$ cat src/rtl/alu_pkg.sv
// Shared types and constants for the ALU arbiter slice.
// Covers ALU opcodes, arbiter FSM states and default datapath widths.
package alu_pkg;

  localparam int unsigned DATA_W_DEF = 32;
  localparam int unsigned ALUC_W_DEF = 5;

  // ALU opcodes; the arbiter forwards aluc untouched, these are for requesters and benches
  localparam logic [4:0] ALU_ADD = 5'b00000;
  localparam logic [4:0] ALU_SUB = 5'b00001;
  localparam logic [4:0] ALU_AND = 5'b00010;
  localparam logic [4:0] ALU_OR  = 5'b00011;
  localparam logic [4:0] ALU_XOR = 5'b00100;
  localparam logic [4:0] ALU_SLT = 5'b00101;

  typedef enum logic [1:0] {
    S_IDLE = 2'd0,
    S_EXEC = 2'd1,
    S_RESP = 2'd2
  } arb_state_e;

endpackage

$ cat src/rtl/alu_arbiter_rr.sv
// Request arbiter: valid vector -> one-hot grant and encoded id.
// Round-robin by default; ALU_ARB_FIXED_PRIO_EN selects fixed lowest-index priority.
module rr_arbiter #(
  parameter int unsigned N_REQ = 2,
  parameter int unsigned ID_W  = $clog2(N_REQ)
) (
  input  logic             clk_i,
  input  logic             rst_ni,
  input  logic [N_REQ-1:0] valid_i,
  input  logic             advance_i,
  output logic [N_REQ-1:0] gnt_c_o,
  output logic [ID_W-1:0]  id_c_o,
  output logic             any_c_o
);

  logic [ID_W-1:0] idx_w;

`ifdef ALU_ARB_FIXED_PRIO_EN
  logic unused_arb;
  assign unused_arb = ^{clk_i, rst_ni, advance_i};

  always_comb begin
    gnt_c_o = '0;
    id_c_o  = '0;
    any_c_o = 1'b0;
    idx_w   = '0;
    for (int unsigned k = 0; k < N_REQ; k++) begin
      idx_w = ID_W'(k);
      if (!any_c_o && valid_i[idx_w]) begin
        any_c_o        = 1'b1;
        gnt_c_o[idx_w] = 1'b1;
        id_c_o         = idx_w;
      end
    end
  end
`else
  logic [ID_W-1:0] ptr_q, ptr_d;

  // Scan starts at the pointer and wraps modulo N_REQ (non-power-of-2 safe)
  always_comb begin
    gnt_c_o = '0;
    id_c_o  = '0;
    any_c_o = 1'b0;
    idx_w   = '0;
    for (int unsigned k = 0; k < N_REQ; k++) begin
      idx_w = ID_W'((32'(ptr_q) + k) % N_REQ);
      if (!any_c_o && valid_i[idx_w]) begin
        any_c_o        = 1'b1;
        gnt_c_o[idx_w] = 1'b1;
        id_c_o         = idx_w;
      end
    end
  end

  always_comb begin
    ptr_d = ptr_q;
    if (advance_i && any_c_o) begin
      ptr_d = (id_c_o == ID_W'(N_REQ - 1)) ? '0 : id_c_o + ID_W'(1);
    end
  end

  always_ff @(posedge clk_i or negedge rst_ni) begin
    if (!rst_ni) ptr_q <= '0;
    else         ptr_q <= ptr_d;
  end
`endif

endmodule

$ cat src/rtl/alu_arbiter.sv
// Shares one combinational ALU between N_REQ requesters: IDLE -> EXEC -> RESP.
// Config macro: ALU_ARB_FIXED_PRIO_EN (fixed priority instead of round-robin, inside rr_arbiter).
module alu_arbiter
  import alu_pkg::*;
#(
  parameter int unsigned DATA_W = DATA_W_DEF,
  parameter int unsigned ALUC_W = ALUC_W_DEF,
  parameter int unsigned N_REQ  = 2,
  localparam int unsigned ID_W  = $clog2(N_REQ)
) (
  input  logic                    clk_i,
  input  logic                    rst_ni,
  input  logic [N_REQ-1:0]        req_valid_i,
  output logic [N_REQ-1:0]        req_ready_o,
  input  logic [N_REQ*DATA_W-1:0] req_a_i,
  input  logic [N_REQ*DATA_W-1:0] req_b_i,
  input  logic [N_REQ*ALUC_W-1:0] req_aluc_i,
  output logic [DATA_W-1:0]       alu_a_o,
  output logic [DATA_W-1:0]       alu_b_o,
  output logic [ALUC_W-1:0]       alu_aluc_o,
  input  logic [DATA_W-1:0]       alu_c_i,
  input  logic                    alu_branch_i,
  input  logic [1:0]              alu_branch2_i,
  output logic                    rsp_valid_o,
  input  logic                    rsp_ready_i,
  output logic [ID_W-1:0]         rsp_id_o,
  output logic [DATA_W-1:0]       rsp_c_o,
  output logic                    rsp_branch_o,
  output logic [1:0]              rsp_branch2_o
);

  arb_state_e        state_q, state_d;
  logic [DATA_W-1:0] a_q, a_d, b_q, b_d, c_q, c_d;
  logic [ALUC_W-1:0] aluc_q, aluc_d;
  logic [ID_W-1:0]   id_q, id_d;
  logic              br_q, br_d, rsp_valid_q, rsp_valid_d;
  logic [1:0]        br2_q, br2_d;

  logic [N_REQ-1:0]  gnt_c;
  logic [ID_W-1:0]   win_id_c;
  logic              win_c, req_hs_c;

  rr_arbiter #(.N_REQ(N_REQ), .ID_W(ID_W)) u_rr (
    .clk_i     (clk_i),
    .rst_ni    (rst_ni),
    .valid_i   (req_valid_i),
    .advance_i (req_hs_c),
    .gnt_c_o   (gnt_c),
    .id_c_o    (win_id_c),
    .any_c_o   (win_c)
  );

  assign req_ready_o = (state_q == S_IDLE) ? gnt_c : '0;
  assign req_hs_c    = (state_q == S_IDLE) && win_c;

  // Next-state and holding-register update
  always_comb begin
    state_d     = state_q;
    a_d         = a_q;
    b_d         = b_q;
    aluc_d      = aluc_q;
    id_d        = id_q;
    c_d         = c_q;
    br_d        = br_q;
    br2_d       = br2_q;
    rsp_valid_d = rsp_valid_q;
    unique case (state_q)
      S_IDLE: begin
        if (req_hs_c) begin
          for (int unsigned k = 0; k < N_REQ; k++) begin
            if (win_id_c == ID_W'(k)) begin
              a_d    = req_a_i[k*DATA_W +: DATA_W];
              b_d    = req_b_i[k*DATA_W +: DATA_W];
              aluc_d = req_aluc_i[k*ALUC_W +: ALUC_W];
            end
          end
          id_d    = win_id_c;
          state_d = S_EXEC;
        end
      end
      S_EXEC: begin
        c_d         = alu_c_i;
        br_d        = alu_branch_i;
        br2_d       = alu_branch2_i;
        rsp_valid_d = 1'b1;
        state_d     = S_RESP;
      end
      S_RESP: begin
        if (rsp_ready_i) begin
          rsp_valid_d = 1'b0;
          state_d     = S_IDLE;
        end
      end
      default: state_d = S_IDLE;
    endcase
  end

  always_ff @(posedge clk_i or negedge rst_ni) begin
    if (!rst_ni) begin
      state_q     <= S_IDLE;
      a_q         <= '0;
      b_q         <= '0;
      aluc_q      <= '0;
      id_q        <= '0;
      c_q         <= '0;
      br_q        <= 1'b0;
      br2_q       <= 2'b00;
      rsp_valid_q <= 1'b0;
    end else begin
      state_q     <= state_d;
      a_q         <= a_d;
      b_q         <= b_d;
      aluc_q      <= aluc_d;
      id_q        <= id_d;
      c_q         <= c_d;
      br_q        <= br_d;
      br2_q       <= br2_d;
      rsp_valid_q <= rsp_valid_d;
    end
  end

  assign alu_a_o       = a_q;
  assign alu_b_o       = b_q;
  assign alu_aluc_o    = aluc_q;
  assign rsp_valid_o   = rsp_valid_q;
  assign rsp_id_o      = id_q;
  assign rsp_c_o       = c_q;
  assign rsp_branch_o  = br_q;
  assign rsp_branch2_o = br2_q;

endmodule

$ cat config.mk
export PLATFORM = sky130hd
export DESIGN_NAME = alu_arbiter
export DESIGN_NICKNAME = d
export VERILOG_FILES = /design/src/rtl/alu_pkg.sv /design/src/rtl/alu_arbiter_rr.sv /design/src/rtl/alu_arbiter.sv
export SDC_FILE = /design/constraint.sdc
export NUM_CORES = 1
export LEC_CHECK = 0
export ABC_AREA = 0
export CAP_MARGIN = 0
export CORE_MARGIN = 2
export CORE_UTILIZATION = 34
export CTS_CLUSTER_DIAMETER = 150
export DETAILED_ROUTE_END_ITERATION = 16
export PLACE_DENSITY = 0.78
export SETUP_SLACK_MARGIN = 0.3
export SLEW_MARGIN = 20
export SYNTH_ARGS = -nofsm -noshare
export SYNTH_HDL_FRONTEND = slang
export SYNTH_SLANG_ARGS = --single-unit
$ cat constraint.sdc
create_clock -name clk_i -period 1.7 [get_ports clk_i]
set_clock_uncertainty 0.2 [all_clocks]
set_input_delay 0.255 -clock clk_i [delete_from_list [all_inputs] [get_ports clk_i]]
set_output_delay 0.255 -clock clk_i [all_outputs]
set_load 0.05 [all_outputs]
==> load_flow_metrics.sql <==
INSERT INTO impl_metrics (metric_group, metric, value, unit) VALUES
('floorplanning', 'die-area', '14700', 'um2'),
('clock_tree', 'clockBufferDepth', '2', ''),
('grt', 'grt_first_pass_wirelength', '27700', 'um'),
('worst_setup_path', 'worstPathRequired', '1240', 'ps'),
('logic_synthesis', 'synth_area', '4690', 'um2'),
('power_and_ir_drop', 'p_int', '14000', 'uW'),
('logic_synthesis', 'netlist_instances', '336', ''),
('worst_setup_path', 'worstPathArrival', '1370', 'ps'),
('floorplanning', 'rows', '42', ''),
('power_and_ir_drop', 'power.combinational.fraction', '67.9', '%'),
('worst_setup_path', 'cp_launch_type', 'register', ''),
('routing', 'route.antenna.remaining_nets', '0', ''),
('power_and_ir_drop', 'p_sw', '9990', 'uW'),
('layout', 'postLayoutCellArea', '10000', 'um2'),
('layout', 'finalNonFillerCells', '865', ''),
('sta', 'final-setup-viol-count', '106', ''),
('worst_hold_path', 'min-delay-path-class', 'primary input to asynchronous set/reset pin', ''),
('sta', 'setup_slack_of_the_critical_path_after_layout', '-125', 'ps'),
('sta', 'slew_of_the_pin_with_the_lowest_slew_margin', '265', 'ps'),
('placement', 'dp_hpwl', '12400', 'um'),
('power_and_ir_drop', 'power.density', '2400', 'nW/um2'),
('worst_setup_path', 'crit_type', 'register to output port', ''),
('power_and_ir_drop', 'total_power', '24000', 'uW'),
('clock_tree', 'insertion_delay', '350', 'ps'),
('sta', 'slew_viol_final', '0', ''),
('job', 'max_cap_violations', '0', ''),
('floorplanning', 'dieHeight', '121', 'um'),
('placement', 'placement.cell_area', '8850', 'um2'),
('sta', 'final_hold_viol_count', '0', ''),
('floorplanning', 'pin_count', '286', ''),
('logic_synthesis', 'dominantRegCellSynth', 'sky130_fd_sc_hd__dfrtp_1', ''),
('routing', 'drt-pass1-iter-count', '5', ''),
('worst_setup_path', 'r2r_start', 'state_q[1]', ''),
('clock_tree', 'num_cts_buffers', '9', ''),
('clock_tree', 'htree_num_levels', '3', ''),
('power_and_ir_drop', 'p_sw_share', '41.6', '%'),
('logic_synthesis', 'async_flop_share', '100', '%'),
('clock_tree', 'cts.reportedPaths.clkPinSlew', '70', 'ps'),
('layout', 'final_nets', '862', ''),
('clock_tree', 'clock_sinks', '109', ''),
('placement', 'gp_congestion', '0.799', ''),
('grt', 'grt_pass1_vias', '4976', ''),
('worst_setup_path', 'critPathLaunch', 'state_q[0]', ''),
('routing', 'wl', '18900', 'um'),
('sta', 'setup_tns_after_final_layout', '-8720', 'ps'),
('logic_synthesis', 'synth.lib_cells_used.distinct', '19', ''),
('logic_synthesis', 'synthesis.yosys.warnings', '0', ''),
('routing', 'vias', '4593', ''),
('floorplanning', 'die_x', '121', 'um'),
('power_and_ir_drop', 'power.share.clock', '10.0', '%'),
('sta', 'fmax', '548', 'MHz'),
('outcome', 'violations', 'negative setup slack', ''),
('logic_synthesis', 'yosysTopAreaCell', 'sky130_fd_sc_hd__dfrtp_1', ''),
('logic_synthesis', 'yosys_register_bits', '109', ''),
('power_and_ir_drop', 'vdd.ir_drop.worst', '1260', 'uV'),
('logic_synthesis', 'synthesis.area_per_instance', '13.9', 'um2'),
('layout', 'syn_to_final_growth', '113', '%'),
('grt', 'initial_antenna_violation_count', '0', ''),
('logic_synthesis', 'synth_area_leaders', 'sky130_fd_sc_hd__dfrtp_1 (58%), sky130_fd_sc_hd__a221o_1 (15%), sky130_fd_sc_hd__o21a_1 (11%)', ''),
('worst_setup_path', 'critPathMaxFanout', '3', ''),
('clock_tree', 'tritoncts', 'done', ''),
('logic_synthesis', 'synthesis.nets', '514', ''),
('grt', 'grt_use_total', '24.7', '%'),
('routing', 'post-route-drc-count', '0', ''),
('sta', 'rsz0062_at_grt', 'true', ''),
('outcome', 'run_status', 'finished with violations', ''),
('floorplanning', 'start_util', '35.1', '%'),
('worst_setup_path', 'worstSetupEndpointType', 'output port', ''),
('layout', 'n_fill_cell', '847', ''),
('routing', 'drt_iter0_markers', '275', ''),
('sta', 'slew-limit-headroom', '82.3', '%');
-- timing repair --
| action | CTS | global route |
|---|---|---|
| gates cloned | 5 | 4 |
| hold buffers | 1 | 0 |
| endpoints found under the setup margin | 145 | 193 |
| gates resized for setup | 22 | 13 |
| endpoints found under the hold margin | 109 | 0 |
| pin swaps | 3 | 1 |
| setup buffers | 26 | 32 |
-- cells by family (layout without fill, tap and decap cells) --
| kind of cell | Yosys count | in the layout | synth area share [%] |
|---|---|---|---|
| compound gates | 142 | 142 | 26.2 |
| buf+inv | 36 | 389 | 5.53 |
| simple gates | 14 | 14 | 1.63 |
| flops | 109 | 109 | 58.2 |
| mux | 35 | 35 | 8.41 |
-- cell usage in the layout (no fill, tap or decap), drive strengths merged --
| master | instances |
|---|---|
| clkdlybuf4s50 | 176 |
| clkbuf | 16 |
| and3 | 2 |
| nor2 | 3 |
| inv | 1 |
| a221o | 69 |
| nand2 | 2 |
| or2 | 2 |
| o21ai | 2 |
| clkinv | 1 |
| nand2b | 3 |
| a21oi | 2 |
| nor2b | 1 |
| buf | 192 |
| o21a | 69 |
| mux2 | 35 |
| nor3b | 1 |
| dfrtp | 109 |
| dlygate4sd3 | 1 |
| bufinv | 2 |
-- metrics by stage --
| step | hold slack (ps) | worst slack, ps |
|---|---|---|
| after global placement | -55.8 | -213 |
| final | 122 | -125 |
| after CTS | 107 | -122 |
| after detailed placement | -53.3 | -240 |
| after floorplan | -241 | 61.3 |
| after global routing | 151 | -178 |
-- flip-flops by register name, summed over array words and instances (netlist names) --
signal,count
rsp_id_o,1
rsp_c_o,32
rsp_branch_o,1
rsp_valid_o,1
alu_a_o,32
alu_aluc_o,5
state_q,2
rsp_branch2_o,2
alu_b_o,32
u_rr.ptr_q,1
-- worst max-delay path: stages (launching register included) --
cell	delay [ps]
sky130_fd_sc_hd__dfrtp_1	420
sky130_fd_sc_hd__nor2_2	140
sky130_fd_sc_hd__and3_4	230
sky130_fd_sc_hd__buf_12	110
sky130_fd_sc_hd__buf_12	120
-- metal layers --
metal  vias to the layer above  part of all wire (%)  GRT usage (%)
met5                         -                     0              0
met4                         0                   2.7           9.63
met3                        38                   6.9           5.59
met2                       228                    53           45.0
met1                      2318                    37           27.8
li1                       2009                     -              -
-- cell type report --
cell class                 instances  area (um2)  area share (%)
clock buffer                      13         280            2.80
clock inverter                     3        65.1           0.650
inverter                           1        3.75          0.0375
multi-input combinational        191        1850            18.5
sequential                       109        2730            27.3
tap                              176         220            2.20
timing repair buffer             372        4850            48.5
-- power groups by stage --
stage	logic, uW	clock network, uW	registers [uW]
finish	16300	2400	5320
CTS	15400	2430	5280
global placement	14000	0	5230
detailed placement	14200	0	5320
global route	16900	2530	5440
floorplan	3810	0	8950
-- path summary, 6_finish.rpt --
kind | endpoint | slack (ps) | cells after the start
worst min register to register | rsp_id_o | 310 | 2
worst max-delay path | req_ready_o[0] | -130 | 4
min in group clk_i | rsp_id_o | 310 | 2
max in group asynchronous | rsp_c_o[31] | 630 | 3
worst min-delay path | alu_b_o[26] | 120 | 2
worst max register to register | alu_a_o[1] | -130 | 5
Power figures use the tool's default switching activity.
